**config.mk**
```make
export PLATFORM = sky130hd
export DESIGN_NAME = id_ex_buf_flat
export DESIGN_NICKNAME = d
export VERILOG_FILES = /design/src/rtl/id_ex_if.sv /design/src/rtl/id_ex_buf.sv /design/src/flat_wrapper.sv
export SDC_FILE = /design/constraint.sdc
export NUM_CORES = 1
export LEC_CHECK = 0
export CORE_MARGIN = 5
export CORE_UTILIZATION = 50
export DETAILED_ROUTE_END_ITERATION = 8
export MAX_ROUTING_LAYER = met4
export PLACE_DENSITY = 0.8
export REMOVE_ABC_BUFFERS = 1
export SYNTH_ARGS = -nofsm -noshare
export SYNTH_HDL_FRONTEND = slang
export SYNTH_SLANG_ARGS = --single-unit
```
**constraint.sdc**
```tcl
create_clock -name clk -period 2 [get_ports clk]
set_input_delay 0.4 -clock clk [delete_from_list [all_inputs] [get_ports clk]]
set_output_delay 0.4 -clock clk [all_outputs]
set_load 0.05 [all_outputs]
```
**src/rtl/id_ex_if.sv**
```systemverilog
// Decode/execute bundle interface.
// Carries one valid/ready handshake together with the decoded bundle.
//
// Handshake: a transfer happens on a rising clock edge where valid and
// ready are both 1. While valid is 1, the master holds the data stable.
// ready is a registered output of the buffer, so it never depends on valid
// combinationally.
//
// Signals:
//   valid      bundle valid (master -> slave)
//   ready      slave accepts this cycle (slave -> master)
//   inst       instruction word, XLEN bits
//   inst_addr  instruction address, XLEN bits
//   op1, op2   operands, XLEN bits
//   rd_addr    destination register, 5 bits
//   reg_wen    write-back enable
interface id_ex_if #(
    parameter int XLEN = 32
);
    logic            valid;
    logic            ready;
    logic [XLEN-1:0] inst;
    logic [XLEN-1:0] inst_addr;
    logic [XLEN-1:0] op1;
    logic [XLEN-1:0] op2;
    logic [4:0]      rd_addr;
    logic            reg_wen;

    modport master (
        output valid, inst, inst_addr, op1, op2, rd_addr, reg_wen,
        input  ready
    );

    modport slave (
        input  valid, inst, inst_addr, op1, op2, rd_addr, reg_wen,
        output ready
    );
endinterface

```
**src/rtl/id_ex_buf.sv**
```systemverilog
// Decode-to-execute pipeline register with a 2-entry skid buffer.
// MAIN drives the execute side. SKID catches one bundle while MAIN is stalled.
// A flush from execute drops both entries.
//
// Ports:
//   clk       clock. All state changes on the rising edge.
//   rst_n     asynchronous active-low reset.
//   flush_i   squash all held entries (taken branch/jump).
//   in_bus    slave side. The decode stage offers bundles here. ready = ~skid_valid.
//   out_bus   master side. Bundles go to execute. The NOP bundle is shown while empty.
module id_ex_buf #(
    parameter int              XLEN     = 32,
    parameter logic [XLEN-1:0] NOP_INST = 'h00000013
) (
    input  logic    clk,
    input  logic    rst_n,
    input  logic    flush_i,
    id_ex_if.slave  in_bus,
    id_ex_if.master out_bus
);

    typedef struct packed {
        logic [XLEN-1:0] inst;
        logic [XLEN-1:0] inst_addr;
        logic [XLEN-1:0] op1;
        logic [XLEN-1:0] op2;
        logic [4:0]      rd_addr;
        logic            reg_wen;
    } bundle_t;

    bundle_t main_q;
    bundle_t skid_q;
    bundle_t in_b;
    logic    main_valid;
    logic    skid_valid;
    logic    accept;
    logic    consume;

    assign in_b = '{inst:      in_bus.inst,
                    inst_addr: in_bus.inst_addr,
                    op1:       in_bus.op1,
                    op2:       in_bus.op2,
                    rd_addr:   in_bus.rd_addr,
                    reg_wen:   in_bus.reg_wen};

    // skid_valid is a flop, so ready is registered. It does not depend on
    // out_bus.ready.
    assign in_bus.ready = ~skid_valid;
    assign accept       = in_bus.valid & ~skid_valid;
    assign consume      = main_valid & out_bus.ready;

    always_ff @(posedge clk or negedge rst_n) begin
        if (!rst_n) begin
            main_valid <= 1'b0;
            skid_valid <= 1'b0;
            main_q     <= '0;
            skid_q     <= '0;
        end else if (flush_i) begin
            // Anything accepted in the flush cycle is dropped as well.
            main_valid <= 1'b0;
            skid_valid <= 1'b0;
        end else if (!main_valid || consume) begin
            if (skid_valid) begin
                // The older bundle moves up first to keep arrival order.
                main_valid <= 1'b1;
                main_q     <= skid_q;
                skid_valid <= accept;
                if (accept) begin
                    skid_q <= in_b;
                end
            end else begin
                main_valid <= accept;
                if (accept) begin
                    main_q <= in_b;
                end
            end
        end else if (accept) begin
            skid_valid <= 1'b1;
            skid_q     <= in_b;
        end
    end

    // While MAIN is empty the output shows the NOP bundle. Reset clears
    // main_valid asynchronously, so the NOP bundle appears as soon as rst_n
    // falls.
    always_comb begin
        out_bus.valid     = main_valid;
        out_bus.inst      = NOP_INST;
        out_bus.inst_addr = '0;
        out_bus.op1       = '0;
        out_bus.op2       = '0;
        out_bus.rd_addr   = '0;
        out_bus.reg_wen   = 1'b0;
        if (main_valid) begin
            out_bus.inst      = main_q.inst;
            out_bus.inst_addr = main_q.inst_addr;
            out_bus.op1       = main_q.op1;
            out_bus.op2       = main_q.op2;
            out_bus.rd_addr   = main_q.rd_addr;
            out_bus.reg_wen   = main_q.reg_wen;
        end
    end

endmodule
```
**src/flat_wrapper.sv**
```systemverilog
// flat-port wrapper written by rule: the top's interface ports become plain ports
module id_ex_buf_flat 
#(
    parameter int              XLEN     = 32,
    parameter logic [XLEN-1:0] NOP_INST = 'h00000013
)
  (clk, rst_n, flush_i, in_bus_valid, in_bus_inst, in_bus_inst_addr, in_bus_op1, in_bus_op2, in_bus_rd_addr, in_bus_reg_wen, in_bus_ready, out_bus_valid, out_bus_inst, out_bus_inst_addr, out_bus_op1, out_bus_op2, out_bus_rd_addr, out_bus_reg_wen, out_bus_ready);
  id_ex_if #(.XLEN(XLEN)) in_bus_i ();
  id_ex_if #(.XLEN(XLEN)) out_bus_i ();
  input  logic clk;
  input  logic rst_n;
  input  logic flush_i;
  input wire logic [$bits(in_bus_i.valid)-1:0] in_bus_valid;
  input wire logic [$bits(in_bus_i.inst)-1:0] in_bus_inst;
  input wire logic [$bits(in_bus_i.inst_addr)-1:0] in_bus_inst_addr;
  input wire logic [$bits(in_bus_i.op1)-1:0] in_bus_op1;
  input wire logic [$bits(in_bus_i.op2)-1:0] in_bus_op2;
  input wire logic [$bits(in_bus_i.rd_addr)-1:0] in_bus_rd_addr;
  input wire logic [$bits(in_bus_i.reg_wen)-1:0] in_bus_reg_wen;
  output wire logic [$bits(in_bus_i.ready)-1:0] in_bus_ready;
  output wire logic [$bits(out_bus_i.valid)-1:0] out_bus_valid;
  output wire logic [$bits(out_bus_i.inst)-1:0] out_bus_inst;
  output wire logic [$bits(out_bus_i.inst_addr)-1:0] out_bus_inst_addr;
  output wire logic [$bits(out_bus_i.op1)-1:0] out_bus_op1;
  output wire logic [$bits(out_bus_i.op2)-1:0] out_bus_op2;
  output wire logic [$bits(out_bus_i.rd_addr)-1:0] out_bus_rd_addr;
  output wire logic [$bits(out_bus_i.reg_wen)-1:0] out_bus_reg_wen;
  input wire logic [$bits(out_bus_i.ready)-1:0] out_bus_ready;
  assign in_bus_i.valid = in_bus_valid;
  assign in_bus_i.inst = in_bus_inst;
  assign in_bus_i.inst_addr = in_bus_inst_addr;
  assign in_bus_i.op1 = in_bus_op1;
  assign in_bus_i.op2 = in_bus_op2;
  assign in_bus_i.rd_addr = in_bus_rd_addr;
  assign in_bus_i.reg_wen = in_bus_reg_wen;
  assign in_bus_ready = in_bus_i.ready;
  assign out_bus_valid = out_bus_i.valid;
  assign out_bus_inst = out_bus_i.inst;
  assign out_bus_inst_addr = out_bus_i.inst_addr;
  assign out_bus_op1 = out_bus_i.op1;
  assign out_bus_op2 = out_bus_i.op2;
  assign out_bus_rd_addr = out_bus_i.rd_addr;
  assign out_bus_reg_wen = out_bus_i.reg_wen;
  assign out_bus_i.ready = out_bus_ready;
  id_ex_buf #(.XLEN(XLEN), .NOP_INST(NOP_INST)) u_core (.clk(clk), .rst_n(rst_n), .flush_i(flush_i), .in_bus(in_bus_i), .out_bus(out_bus_i));
endmodule
```
After elaboration in Yosys (flattened, before gate mapping) --
Cells that the tools add are included.
Word-level totals: register bits after elaboration 270, output and inout port bits 136, word-level logic and storage cells 44
Cells by class: equality and inequality tests 1, mux-type cells 18, bitwise logic cells 4, reductions and logical operators 7
Operator list (number):
- 2-to-1 mux 134 bit | 5
- 2-to-1 mux 32 bit | 4
- 2-to-1 mux 1 bit | 8
- 2-to-1 mux 5 bit | 1
- nonzero test 2 bit | 2
- AND reduction 3 bit | 1
- nonzero test 3 bit | 1
- bitwise AND 1 bit | 2
- inequality test 2 x 1 -> 1 bit (second input constant) | 1
- inverter 1 bit | 2
- AND reduction 2 bit | 1
- zero test 1 bit | 1
- logical OR 1 bit | 1

Depth between registers and ports, before layout --
Gate-level depths: netlist of the first run.
word-level depth 5, depth in mapped cells 6

Worst setup path before layout of the first run --
OpenSTA, ideal clock, no wires.
path type flip-flop to output port, start point register u_core.main_valid (netlist: u_core.out_bus.valid), end point output out_bus_op1[0], arrival time 1.796 ns, required time 1.600 ns, path slack -0.196 ns, stages on the path, launching flop included 5, path buffers 3, path through dfrtp_1 buf_2 clkbuf_1 clkbuf_1 and2_1
Between the ends: cells in the longest elaborated chain, start to end 1
RTL lines:
- start: declaration | line id_ex_buf.sv:34 | logic main_valid;
- start signal: assignment | line id_ex_buf.sv:72 | main_valid <= accept;
- 2-to-1 mux 32 bit | line id_ex_buf.sv:94 | if (main_valid) begin
- end: declaration | line flat_wrapper.sv:24 | output wire logic [$bits(out_bus_i.op1)-1:0] out_bus_op1;
No other way between the ends.

Worst setup path in the final report of the first run --
start point register u_core.main_valid (netlist: u_core.out_bus.valid), end point output out_bus_op2[12]
Between the ends: cells in the longest elaborated chain, start to end 1
RTL lines:
- 2-to-1 mux 32 bit | line id_ex_buf.sv:94
- end: declaration | line flat_wrapper.sv:25 | output wire logic [$bits(out_bus_i.op2)-1:0] out_bus_op2;
No other way between the ends.

==> results.toml, run 1 <==
[power]
powerDensity_nw_per_um2 = 900.8
ir_drop_uv = 609.8
p_leak_uw = 0.008027

[sta]
min_period_ns = 2.102
slew_violations = 0
setup_violations = 106
rsz0062_at_grt = "true"
holdWs_ns = 0.3872
max_freq_mhz = 475.7
skew_ns = 0.01142
worstMarginPinSlew_ns = 0.4509
hold_viol = 0
slew_headroom = 0.6994
worst_slack_ns = -0.1021
fin_crit_sh = 1.051

[floorplanning]
row_count = 57
start_util = 0.5105
core_sq_um = 24460
dieHeight_um = 168.0
dieWidth_um = 168.0
boundaryPins = 275
dieArea_sq_um = 28240

[synthesis]
synth.distinct_cells = 16
seq_area_frac_synth = 0.5410
synth_compound_area_frac = 0.0004008
ys.flop_type = "dfrtp_1"
synth_top_area_share = 0.5410
synth_area_per_cell_sq_um = 14.30
syn_area_sq_um = 12490
synth_seq_cells = 270
synthAdderAreaFrac = 0
synth_area_leaders = "dfrtp_1 (54%), mux2_2 (35%), and2_1 (6.6%), buf_2 (1.2%), mux2_1 (0.99%)"
post-synth-top-count-cell = "mux2_2"
syn_inst = 873
muxShareOfSynthArea = 0.3625
yosysTopAreaCell = "dfrtp_1"
synth_edf_count = 0
async_reset_ff_frac = 1.000
yosysWarnings = 0
synth_xor_area_frac = 0
synth_top_family_by_area = "multiplexers"
synth_simple_gate_area_frac = 0.07154
synthTopCellsByCount = "mux2_2 (391), dfrtp_1 (270), and2_1 (131), buf_2 (29), clkbuf_1 (22)"

[route]
via_per_inst = 5.346
wl_per_cell_um = 22.06
drt_wl_total_mm = 33.49
vias = 8115
dr.pass1.iters = 4
postRouteAntennaNets = 0
route.detailed.drc = 0
drt_iter0_drc = 321

[run]
drv_cap = 0

[setup_path]
end_kind = "primary output"
critPathRequiredTime_ns = 1.60
slowest_stage = "dfrtp_4"
critPathBufInv = 3
cp-start-kind = "flop"
ff2ff_path_depth = 6
crit_type = "reg -> out"
critPathArrivalTime_ns = 1.70
crit_fanout = 7
worst-path-stages = 4
critPathTopFamily = "flip-flops"
path_cells = "buf_8, clkbuf_16, and2_4, buf_12"
cpPeakStageDelay_ns = 0.52

[grt]
antenna_found_initial = 3
grt.total_usage = 0.2180
overflow = 0
grt_pass1_vias = 8984
grt_max_degree = 58
grt_pass1_wl_mm = 48.87

[layout]
fillCellCount = 1411
nets = 1311
layout-drive-gt1-share = 0.6356
areaGrowthSynthToFinish_pct = 50.48
stdcell_count = 1518

[clocking]
htree_levels = 1
clkTransAtPathRegs_ns = 0.06
cts_made_buffers = 29
cts_tree = "yes"
cts.sinks = 270
cts_buffer_depth = 3
cts_root_buf = "clkbuf_16"
clk_latency_ns = 0.53

[placement]
dp_slack_ns = -0.1787
dp.cells = 1447
io_buffers = 274
hpwl_mm = 20.02
place_congestion = 0.7508

[outcome]
violations = "setup timing"
status = "finished, violations left"

[min_path]
hold_path.class = "in -> async"
cell families after synthesis:
kind of cell / count (synthesis)
simple gates: 141
flops: 270
buf+inv: 59
compound gates: 1
mux: 402
cell type report:
class,instances,area (sq um),share of cell area
Antenna cell,3,7.507,0.0003995
Multi-Input combinational cell,544,5776,0.3073
Clock buffer,45,845.8,0.04501
Timing Repair Buffer,326,4961,0.2640
Inverter,1,3.754,0.0001997
Clock inverter,5,28.78,0.001531
Tap cell,324,405.4,0.02157
Sequential cell,270,6764,0.3599
sequential cells by signal, summed over array words and instances (netlist names):
register	flops
u_core.skid_valid	1
u_core.skid_q	134
u_core.main_q	134
u_core.out_bus.valid	1
per-stage QoR:
step / instance area [sq um] / util / total power [uW] / TNS, ns
after floorplan: 12190 / - / 9575 / -1300.71
after global placement: 17160 / 0.7014 / 11430 / -12.55
after detailed placement: 17160 / 0.7014 / 11620 / -19.55
after CTS: 18170 / 0.7427 / 16660 / -11.26
after global routing: 18790 / 0.7682 / 17680 / -15.11
final: 18790 / 0.7682 / 16930 / -8.460
layer usage:
metal / vias to the layer above / GRT usage / wire, um
li1: 3648 / - / -
met1: 4197 / 0.2868 / 14210
met2: 221 / 0.3494 / 16560
met3: 49 / 0.05064 / 2035
met4: 0 / 0.04764 / 682
met5: - / - / 0
worst register-to-register path: stages (launching register included):
cell     delay (ns)
dfrtp_4        0.52
buf_8          0.17
and2b_4        0.19
nor3_4         0.21
buf_4          0.23
buf_12         0.17
mux2_2         0.36
power breakdown:
part	switching, uW	internal, uW
clock	2070	2880
sequential	639	6680
combinational	1980	2680
repair_timing:
action / 4_1_cts / 5_1_grt
hold buffers: 1 / 0
setup buffers: 0 / 3
endpoints found under the hold margin: 44 / 0
setup endpoints to repair: 135 / 135
gates cloned: 3 / 11
resized for setup: 9 / 146
worst paths after layout:
check	from	end	slack [ns]
min	rst_n	u_core.main_q[133]$_DFFE_PN0P_	0.39
min in group clk	u_core.main_q[86]$_DFFE_PN0P_	u_core.main_q[86]$_DFFE_PN0P_	0.49
max in group asynchronous	rst_n	u_core.skid_q[44]$_DFFE_PN0P_	0.89
max	u_core.out_bus.valid$_DFFE_PN0P_	out_bus_op2[12]	-0.10
min reg2reg	u_core.main_q[86]$_DFFE_PN0P_	u_core.main_q[86]$_DFFE_PN0P_	0.49
max reg2reg	u_core.out_bus.valid$_DFFE_PN0P_	u_core.main_q[130]$_DFFE_PN0P_	0.02
placed cells by master, fill, tap and decap left out, types with 2 or more instances in the layout:
cell type	synthesis	routed
buf_6	6	5
bufbuf_16	0	2
clkbuf_8	0	6
nand2b_4	0	2
buf_8	0	4
buf_16	0	4
mux2_2	391	391
diode_2	0	3
buf_12	0	152
nor2_1	2	2
dfrtp_4	0	2
and2_4	0	131
nand2b_1	4	2
buf_4	1	16
clkbuf_16	0	34
dfrtp_1	270	268
mux2_1	11	11
clkdlybuf4s50_1	0	137
clkinv_2	0	4
clkbuf_1	22	10
Power figures use the tool's default switching activity.
==> run 2, diff against run 1 <==
- CORE_UTILIZATION: 50 -> 45
- PLACE_DENSITY: 0.8 -> 0.73
==> run 2 against run 1 <==
  * The run still ends with setup timing left
  * Final area shrank 1.4%
  * Clock skew shrank 0.0027 ns
  * Sequential power shrank 1%
  * Sequential cell count is the same
  * Global-route usage shrank 2.3 points
  * Die area grew 10%
  * Sequential share of layout area grew 0.52 points
  * Maximum frequency grew 0.26%
  * Critical path depth is the same
  * Combinational power shrank 6.4%
  * Non-clock buffer count shrank 2
  * Clock-buffer cell count shrank 2
  * Critical path type unchanged
  * Critical endpoint is now out_bus_op2[3]
==> results.toml, run 2 (synthesis gave the netlist of run 1 again) <==
[grt]
antenna_found_initial = 2
grt_pass1_vias = 8522
grt_pass1_wl_mm = 47.98
overflow = 0
grt.total_usage = 0.1954
grt_max_degree = 61

[layout]
fin_util = 0.6705
nets = 1310
fillCellCount = 1997
mostFrequentLayoutCell = "mux2_2"
areaGrowthSynthToFinish_pct = 48.35
layout-drive-gt1-share = 0.5565
reg.largest.list = "u_core.main_q: 134 flops, u_core.skid_q: 134 flops"
stdcell_count = 1575
layout_common_cells = "mux2_2 (391), dfrtp_1 (268), buf_12 (148)"

[clocking]
cts_root_buf = "clkbuf_16"
cts_made_buffers = 30
cts_tree = "yes"
clk_latency_ns = 0.54
clkTransAtPathRegs_ns = 0.06
cts_buffer_depth = 3
htree_levels = 1
cts.sinks = 270

[setup_path]
critPathBufInv = 3
r2r_end = "u_core.main_q[95]$_DFFE_PN0P_"
critPathTopFamily = "flip-flops"
worst-path-stages = 4
slowest_stage = "dfrtp_4"
ff2ff_path_depth = 6
critPathRequiredTime_ns = 1.60
worstSetupStartpoint = "u_core.out_bus.valid$_DFFE_PN0P_"
cpPeakStageDelay_ns = 0.52
r2r_slack_ns = 0.05
reg2reg_from = "u_core.out_bus.valid$_DFFE_PN0P_"
end_kind = "primary output"
crit_fanout = 12
critPathCapture = "out_bus_op2[3]"
path_cells = "buf_4, clkbuf_16, and2_4, buf_12"
crit_type = "reg -> out"
critPathArrivalTime_ns = 1.70
cp-start-kind = "flop"

[floorplanning]
start_util = 0.4520
dieHeight_um = 176.6
row_count = 61
dieArea_sq_um = 31180
core_sq_um = 27630
boundaryPins = 275
dieWidth_um = 176.6

[route]
drt_iter0_drc = 328
vias = 7952
dr.pass1.iters = 4
postRouteAntennaNets = 0
wl_per_cell_um = 19.14
drt_wl_total_mm = 30.14
via_per_inst = 5.049
route.detailed.drc = 0

[sta]
slew_violations = 0
slew_headroom = 0.6308
setup_violations = 132
min_period_ns = 2.097
worstMarginPinSlew_ns = 0.5538
worst_slack_ns = -0.09658
fin_crit_sh = 1.048
rsz0062_at_grt = "true"
hold_viol = 0
fin_tns_setup_ns = -7.276
max_freq_mhz = 477.0
skew_ns = 0.008692

[power]
switchingPower_uw = 4651
p_leak_uw = 0.007856
pwr-share-clk = 0.324
p_sw_frac = 0.2708
power_frac_comb = 0.254
power.share.sequential = 0.422
powerDensity_nw_per_um2 = 927.0
p_int_uw = 12520
ir_drop_uv = 681.6

[run]
drv_cap = 0

[min_path]
hold_path.class = "in -> async"

[outcome]
violations = "setup timing"
status = "finished, violations left"

[placement]
hpwl_mm = 20.46
dp_slack_ns = -0.2038
place_congestion = 0.7450
io_buffers = 274
dp.cells = 1510
==> run 2: cell type report <==
class	count	area, sq um	area share
Sequential cell	270	6764	0.3651
Multi-Input combinational cell	544	5520	0.2980
Timing Repair Buffer	324	4738	0.2558
Clock buffer	43	900.9	0.04863
Tap cell	378	473.0	0.02553
Clock inverter	13	121.4	0.006551
Antenna cell	2	5.005	0.0002701
Inverter	1	3.754	0.0002026
==> run 2: worst reg2reg max path: stages (launching register included) <==
cell,delay (ns)
dfrtp_4,0.52
buf_4,0.15
and2b_4,0.18
nor3_4,0.19
buf_4,0.22
buf_12,0.20
mux2_2,0.37
==> run 2: worst min path at each step <==
stage	from	to	cells past startpoint
floorplan	rst_n	u_core.main_q[0]$_DFFE_PN0P_	0
global placement	rst_n	u_core.skid_q[75]$_DFFE_PN0P_	1
detailed placement	rst_n	u_core.skid_q[75]$_DFFE_PN0P_	1
CTS	rst_n	u_core.main_q[105]$_DFFE_PN0P_	2
global route	rst_n	u_core.main_q[21]$_DFFE_PN0P_	2
finish	rst_n	u_core.main_q[21]$_DFFE_PN0P_	2
==> run 2: power by group through the flow <==
| stage | registers, uW | clock network [uW] | logic (uW) |
|---|---|---|---|
| global placement | 7230 | 0 | 4210 |
| CTS | 7220 | 5700 | 4350 |
| global route | 7370 | 5940 | 4640 |
| floorplan | 7140 | 0 | 2430 |
| finish | 7240 | 5570 | 4360 |
| detailed placement | 7310 | 0 | 4310 |
==> run 2: metrics by stage <==
stage                     area [sq um]  total power [uW]  hold WS, ns
final                            18530             17170       0.4061
after global routing             18530             17950       0.4566
after CTS                        18380             17280       0.4107
after detailed placement         17270             11620       0.3934
after global placement           17270             11440       0.3932
after floorplan                  12190              9575       0.1044
==> run 2: what timing repair did <==
action / in CTS / in global routing
gates resized for setup: 12 / 29
endpoints found under the hold margin: 48 / 0
buffers inserted: 1 / 3
hold buffers: 1 / 0
endpoints found under the setup margin: 135 / 134
cloned: 1 / 1
==> run 2: routing by layer <==
metal / part of all wire / global-route usage
met1: 0.44 / 0.2627
met2: 0.49 / 0.3110
met3: 0.061 / 0.04347
met4: 0.015 / 0.03578
met5: 0 / -
